### config.mk
export PLATFORM = sky130hd
export DESIGN_NAME = instr_encoder
export DESIGN_NICKNAME = d
export VERILOG_FILES = /design/src/rtl/instr_encoder.sv
export SDC_FILE = /design/constraint.sdc
export NUM_CORES = 1
export LEC_CHECK = 0
export CORE_MARGIN = 3
export CORE_UTILIZATION = 52
export DETAILED_ROUTE_END_ITERATION = 10
export PLACE_DENSITY = 0.79
export RECOVER_POWER = 50
export SLEW_MARGIN = 5
export SYNTH_ARGS = -nofsm -noshare
export SYNTH_HDL_FRONTEND = slang
export SYNTH_SLANG_ARGS = --single-unit
### constraint.sdc
create_clock -name clk -period 2.5 [get_ports clk]
set_input_delay 0.5 -clock clk [delete_from_list [all_inputs] [get_ports clk]]
set_output_delay 0.5 -clock clk [all_outputs]
set_load 0.005 [all_outputs]
### src/rtl/instr_encoder.sv
// instr_encoder: packs RISC-V style field sets (R/I/S/B/U/J) into 32-bit
// instruction words. Each word is encoded when the request is accepted and
// then held in a small output FIFO.
// Optional feature macro: INSTR_ENCODER_RANGE_CHECK_EN.
//   Defined   -> out_err also flags immediates that do not fit their format.
//   Undefined -> immediates are silently truncated; only illegal fmt flags.

module instr_encoder #(
    parameter int FIFO_DEPTH = 4
) (
    input  logic                          clk,
    input  logic                          reset,
    input  logic                          in_valid,
    output logic                          in_ready,
    input  logic [2:0]                    in_fmt,
    input  logic [6:0]                    in_opcode,
    input  logic [4:0]                    in_rd,
    input  logic [4:0]                    in_rs1,
    input  logic [4:0]                    in_rs2,
    input  logic [2:0]                    in_funct3,
    input  logic [6:0]                    in_funct7,
    input  logic [31:0]                   in_imm,
    output logic                          out_valid,
    input  logic                          out_ready,
    output logic [31:0]                   out_instr,
    output logic                          out_err,
    output logic [$clog2(FIFO_DEPTH):0]   count
);

    localparam int PTR_W = $clog2(FIFO_DEPTH);
    localparam int CNT_W = PTR_W + 1;
    localparam logic [CNT_W-1:0] FULL_COUNT = CNT_W'(FIFO_DEPTH);
    localparam logic [31:0] NOP_WORD = 32'h0000_0013;

    typedef enum logic [2:0] {
        FMT_R = 3'd0,
        FMT_I = 3'd1,
        FMT_S = 3'd2,
        FMT_B = 3'd3,
        FMT_U = 3'd4,
        FMT_J = 3'd5
    } fmt_e;

    // Buffer entry: {err, instr}
    typedef struct packed {
        logic        err;
        logic [31:0] instr;
    } entry_t;

    entry_t           mem [FIFO_DEPTH];
    logic [PTR_W-1:0] wr_ptr;
    logic [PTR_W-1:0] rd_ptr;
    entry_t           enc;
    logic             range_err;
    logic             push;
    logic             pop;

    // Full check looks only at the registered count, so a same-cycle pop
    // cannot open the input and out_ready never reaches in_ready.
    assign in_ready  = (count < FULL_COUNT);
    assign out_valid = (count != '0);
    assign push      = in_valid && in_ready;
    assign pop       = out_valid && out_ready;

    // Output is driven from registered state only; zero while empty so a
    // freshly reset encoder never shows an uninitialised buffer slot.
    assign out_instr = out_valid ? mem[rd_ptr].instr : 32'h0;
    assign out_err   = out_valid ? mem[rd_ptr].err   : 1'b0;

`ifdef INSTR_ENCODER_RANGE_CHECK_EN
    // Flag immediates that cannot be represented exactly by their format.
    always_comb begin
        logic signed [31:0] imm_s;
        imm_s     = $signed(in_imm);
        range_err = 1'b0;
        case (in_fmt)
            FMT_I, FMT_S: range_err = (imm_s < -32'sd2048) || (imm_s > 32'sd2047);
            FMT_B:        range_err = (imm_s < -32'sd4096) || (imm_s > 32'sd4094)
                                      || in_imm[0];
            FMT_J:        range_err = (imm_s < -32'sd1048576) || (imm_s > 32'sd1048574)
                                      || in_imm[0];
            FMT_U:        range_err = (in_imm[11:0] != 12'h000);
            default:      range_err = 1'b0;
        endcase
    end
`else
    assign range_err = 1'b0;
`endif

    // Pack the request fields into one instruction word for the active format.
    always_comb begin
        // NOTE: every output of this block gets a default first, so no path
        // through the case leaves a value unassigned and no latch is inferred.
        enc.instr = NOP_WORD;
        enc.err   = range_err;
        case (in_fmt)
            FMT_R: enc.instr = {in_funct7, in_rs2, in_rs1, in_funct3, in_rd, in_opcode};
            FMT_I: enc.instr = {in_imm[11:0], in_rs1, in_funct3, in_rd, in_opcode};
            FMT_S: enc.instr = {in_imm[11:5], in_rs2, in_rs1, in_funct3,
                                in_imm[4:0], in_opcode};
            FMT_B: enc.instr = {in_imm[12], in_imm[10:5], in_rs2, in_rs1, in_funct3,
                                in_imm[4:1], in_imm[11], in_opcode};
            FMT_U: enc.instr = {in_imm[31:12], in_rd, in_opcode};
            FMT_J: enc.instr = {in_imm[20], in_imm[10:1], in_imm[11], in_imm[19:12],
                                in_rd, in_opcode};
            default: begin
                enc.instr = NOP_WORD;
                enc.err   = 1'b1;
            end
        endcase
    end

    // Store the encoded word in the buffer slot addressed by the write pointer.
    always_ff @(posedge clk) begin
        // NOTE: the buffer array is not reset; count gates visibility, and
        // out_instr/out_err read zero until a slot has actually been written.
        if (!reset && push) begin
            mem[wr_ptr] <= enc;
        end
    end

    // Pointer and occupancy bookkeeping; pointers wrap modulo FIFO_DEPTH.
    always_ff @(posedge clk) begin
        // NOTE: sequential state uses non-blocking assignments so every
        // register samples pre-edge values regardless of statement order.
        if (reset) begin
            wr_ptr <= '0;
            rd_ptr <= '0;
            count  <= '0;
        end else begin
            if (push) begin
                wr_ptr <= wr_ptr + PTR_W'(1);
            end
            if (pop) begin
                rd_ptr <= rd_ptr + PTR_W'(1);
            end
            case ({push, pop})
                2'b10:   count <= count + CNT_W'(1);
                2'b01:   count <= count - CNT_W'(1);
                default: count <= count;
            endcase
        end
    end

endmodule

==> flow_summary.json <==
{
  "yosys.area.top_type_share_pct": 65.6,
  "die_w_um": 114,
  "number_of_unique_standard_cell_types_used_by_synthesis": 29,
  "worst-endpoint-arrival_ps": 2000,
  "global_route.usage.total_pct": 21.6,
  "io_pins": 109,
  "floorplan.core_area_um2": 11100,
  "postSynthNetCount": 437,
  "die_y_um": 114,
  "design_power_total_mw": 7.67,
  "wire_per_inst_um": 20.1,
  "io_buffers": 108,
  "reg_clk_slew_reported_paths_ps": 50,
  "place_congestion": 0.818,
  "end_kind": "output pin",
  "max_clock_freq_mhz": 399,
  "remaining_drc_errors": 0,
  "timing_worst_setup_path_type": "flop to output pin",
  "post-route-worst-setup-slack_ps": -4.80,
  "crit-reg2reg-launch": "count[2]",
  "post_dp_cell_area_um2": 7480,
  "worstSkewPairLatency_ps": 410,
  "final_cells": 644,
  "die-area_um2": 12900,
  "most_used_cells_in_the_layout_excluding_fill_and_tap_cells": "edfxtp_1, clkdlybuf4s50_1, nor2b_1",
  "drive_gt1_share_pct": 17.7,
  "cap_violations": 0,
  "detail_route.first_pass.iterations": 4,
  "power-per-cell-area_nw_per_um2": 957,
  "h-tree-depth": 4,
  "wl_um": 13000,
  "synth.area.top_cells": "edfxtp_1, mux4_2, nor2b_1",
  "rows": 38,
  "worst_vdd_ir_v": 0.000646,
  "status": "finished with violations",
  "grt_overflow": 0,
  "grt_max_degree": 37,
  "post-route-period-util_pct": 100,
  "clockRootBuffer": "clkbuf_16",
  "final_nets": 569,
  "cts_inserted_buffers": 17,
  "max_slew_margin_pct": 48.1,
  "power.static_leakage_nw": 2.92,
  "postLayoutCoreUtil_pct": 72.4,
  "clock_skew_ps": 14.5,
  "synth_seq_area_share_pct": 68.6,
  "reg2reg_depth": 5,
  "stdcell_area_um2": 8020,
  "synthesis.yosys.warnings": 0,
  "cts-hold-fix-buffers": 0,
  "routed_vias": 3574,
  "post-route-min-period_ps": 2500,
  "layout_area_growth_over_synthesis_pct": 32.7,
  "placedCellCount": 608,
  "reg2reg_to": "mem[1][2]",
  "worstSetupStartpointType": "flop",
  "mean_syn_cell_area_um2": 16.8,
  "antenna_found_initial": 0,
  "slew_viol_final": 0,
  "initial_utilization_pct": 54.5,
  "cts_tree": "done",
  "postSynth.asyncResetShare_pct": 0,
  "setup_viol": 1,
  "netlist_area_um2": 6040,
  "cts_num_sinks": 141,
  "rsz0062_at_grt": "true",
  "rrSetupSlack_ps": 440,
  "min_path_type": "flop to flop",
  "n_antenna_cell": 0,
  "netlist_instances": 360,
  "postSynth.topFlopCell": "edfxtp_1",
  "grt_first_pass_wirelength_um": 20600,
  "most_frequent_standard_cell_in_the_layout_excluding_fill_and_tap_cells": "edfxtp_1",
  "violations": "setup timing",
  "worst-slew-pin-transition_ps": 775,
  "drtAntennaViolNets": 0,
  "detailedRoute.firstIterationViolations": 195,
  "grt_pass1_vias": 3846,
  "timing.critical_path.required_ps": 2000,
  "routed_via_density": 5.55,
  "dp.final_hpwl_um": 8290,
  "setup.worst_path.end": "out_instr[8]",
  "synth_top_area_cell": "edfxtp_1",
  "synth-edff-count": 132,
  "clockBufferDepth": 2,
  "place_worst_setup_slack_ps": 12.2,
  "synth-seq-cells": 141,
  "hold_viol_final": 0,
  "crit_path_max_fanout": 12
}
## worst min-delay path by stage
stage / start / endpoint / slack (ps) / cells after the start
4_1_cts: rd_ptr[1] / flop / 500 / 2
3_3_place_gp: rd_ptr[1] / flop / 460 / 2
5_1_grt: rd_ptr[1] / flop / 530 / 2
2_1_floorplan: rd_ptr[1] / flop / 460 / 2
6_report: rd_ptr[1] / flop / 500 / 2
3_5_place_dp: wr_ptr[1] / wr_ptr[1] / 490 / 2
## metrics by stage
stage                     hold slack, ps  TNS, ps
after global placement               458        0
after detailed placement             490        0
final                                498    -4.80
after global routing                 532     -606
after CTS                            501     -631
after floorplan                      459        0
## area by class of cell
| class | instances | area [µm²] |
|---|---|---|
| Sequential cell | 141 | 4150 |
| Fill cell | 719 | 3060 |
| Multi-Input combinational cell | 179 | 1710 |
| Timing Repair Buffer | 134 | 1350 |
| Clock buffer | 20 | 437 |
| Tap cell | 140 | 175 |
| Clock inverter | 11 | 125 |
| Inverter | 19 | 71.3 |
## cell families (layout without fill, tap and decap cells)
logic type                 after synthesis  after routing  share of synthesized area [%]
and+or+nand+nor                         78             78                           7.08
xor gates and xnor gates                 4              4                          0.580
adders and majority gates                6              6                           1.37
buffers and inverters                   40            184                           3.13
DFF                                    141            141                           68.6
muxes                                   43             43                           14.0
AOI/OAI and AO/OA                       48             48                           5.24
## flip-flops by register name (all words and copies together), names as in the netlist, named ones only
signal and cells:
count 3, mem 132, rd_ptr 2, wr_ptr 2
## synthesized netlist by cell type (all sizes together) (2+ instances only)
cell	n
xor2	3
buf	11
or3	2
ha	5
a22o	11
nor2	8
clkbuf	10
nand2	19
edfxtp	132
dfxtp	9
and2	8
o2bb2ai	5
nand2b	3
a22oi	4
o21ai	17
nor2b	36
inv	19
mux2i	8
mux2	2
mux4	33
a21oi	9
## layer usage
metal / vias to the layer above / track usage (%) / wire length, µm
met5: - / 0 / 0
met3: 18 / 6.47 / 985
met4: 0 / 9.03 / 241
met2: 146 / 35.3 / 6760
met1: 1767 / 27.3 / 4990
li1: 1643 / - / -
## power by group
group,total (mW),switching (mW),internal [mW]
Clock,2.38,0.845,1.54
Sequential,2.92,0.115,2.80
Combinational,2.37,1.03,1.34
## worst max-delay path: stages, from the launching register on
cell and delay, ps:
dfxtp_4 400, buf_6 120, buf_12 150, mux4_2 510, nor2b_1 160, dlygate4sd2_1 260
## timing repair
item,in CTS,in global routing
setup buffers,1,4
pin swaps,0,0
resized for setup,28,16
setup endpoints to repair,33,13
gates cloned,0,0
No activity file was read; power rests on OpenSTA's default activity.
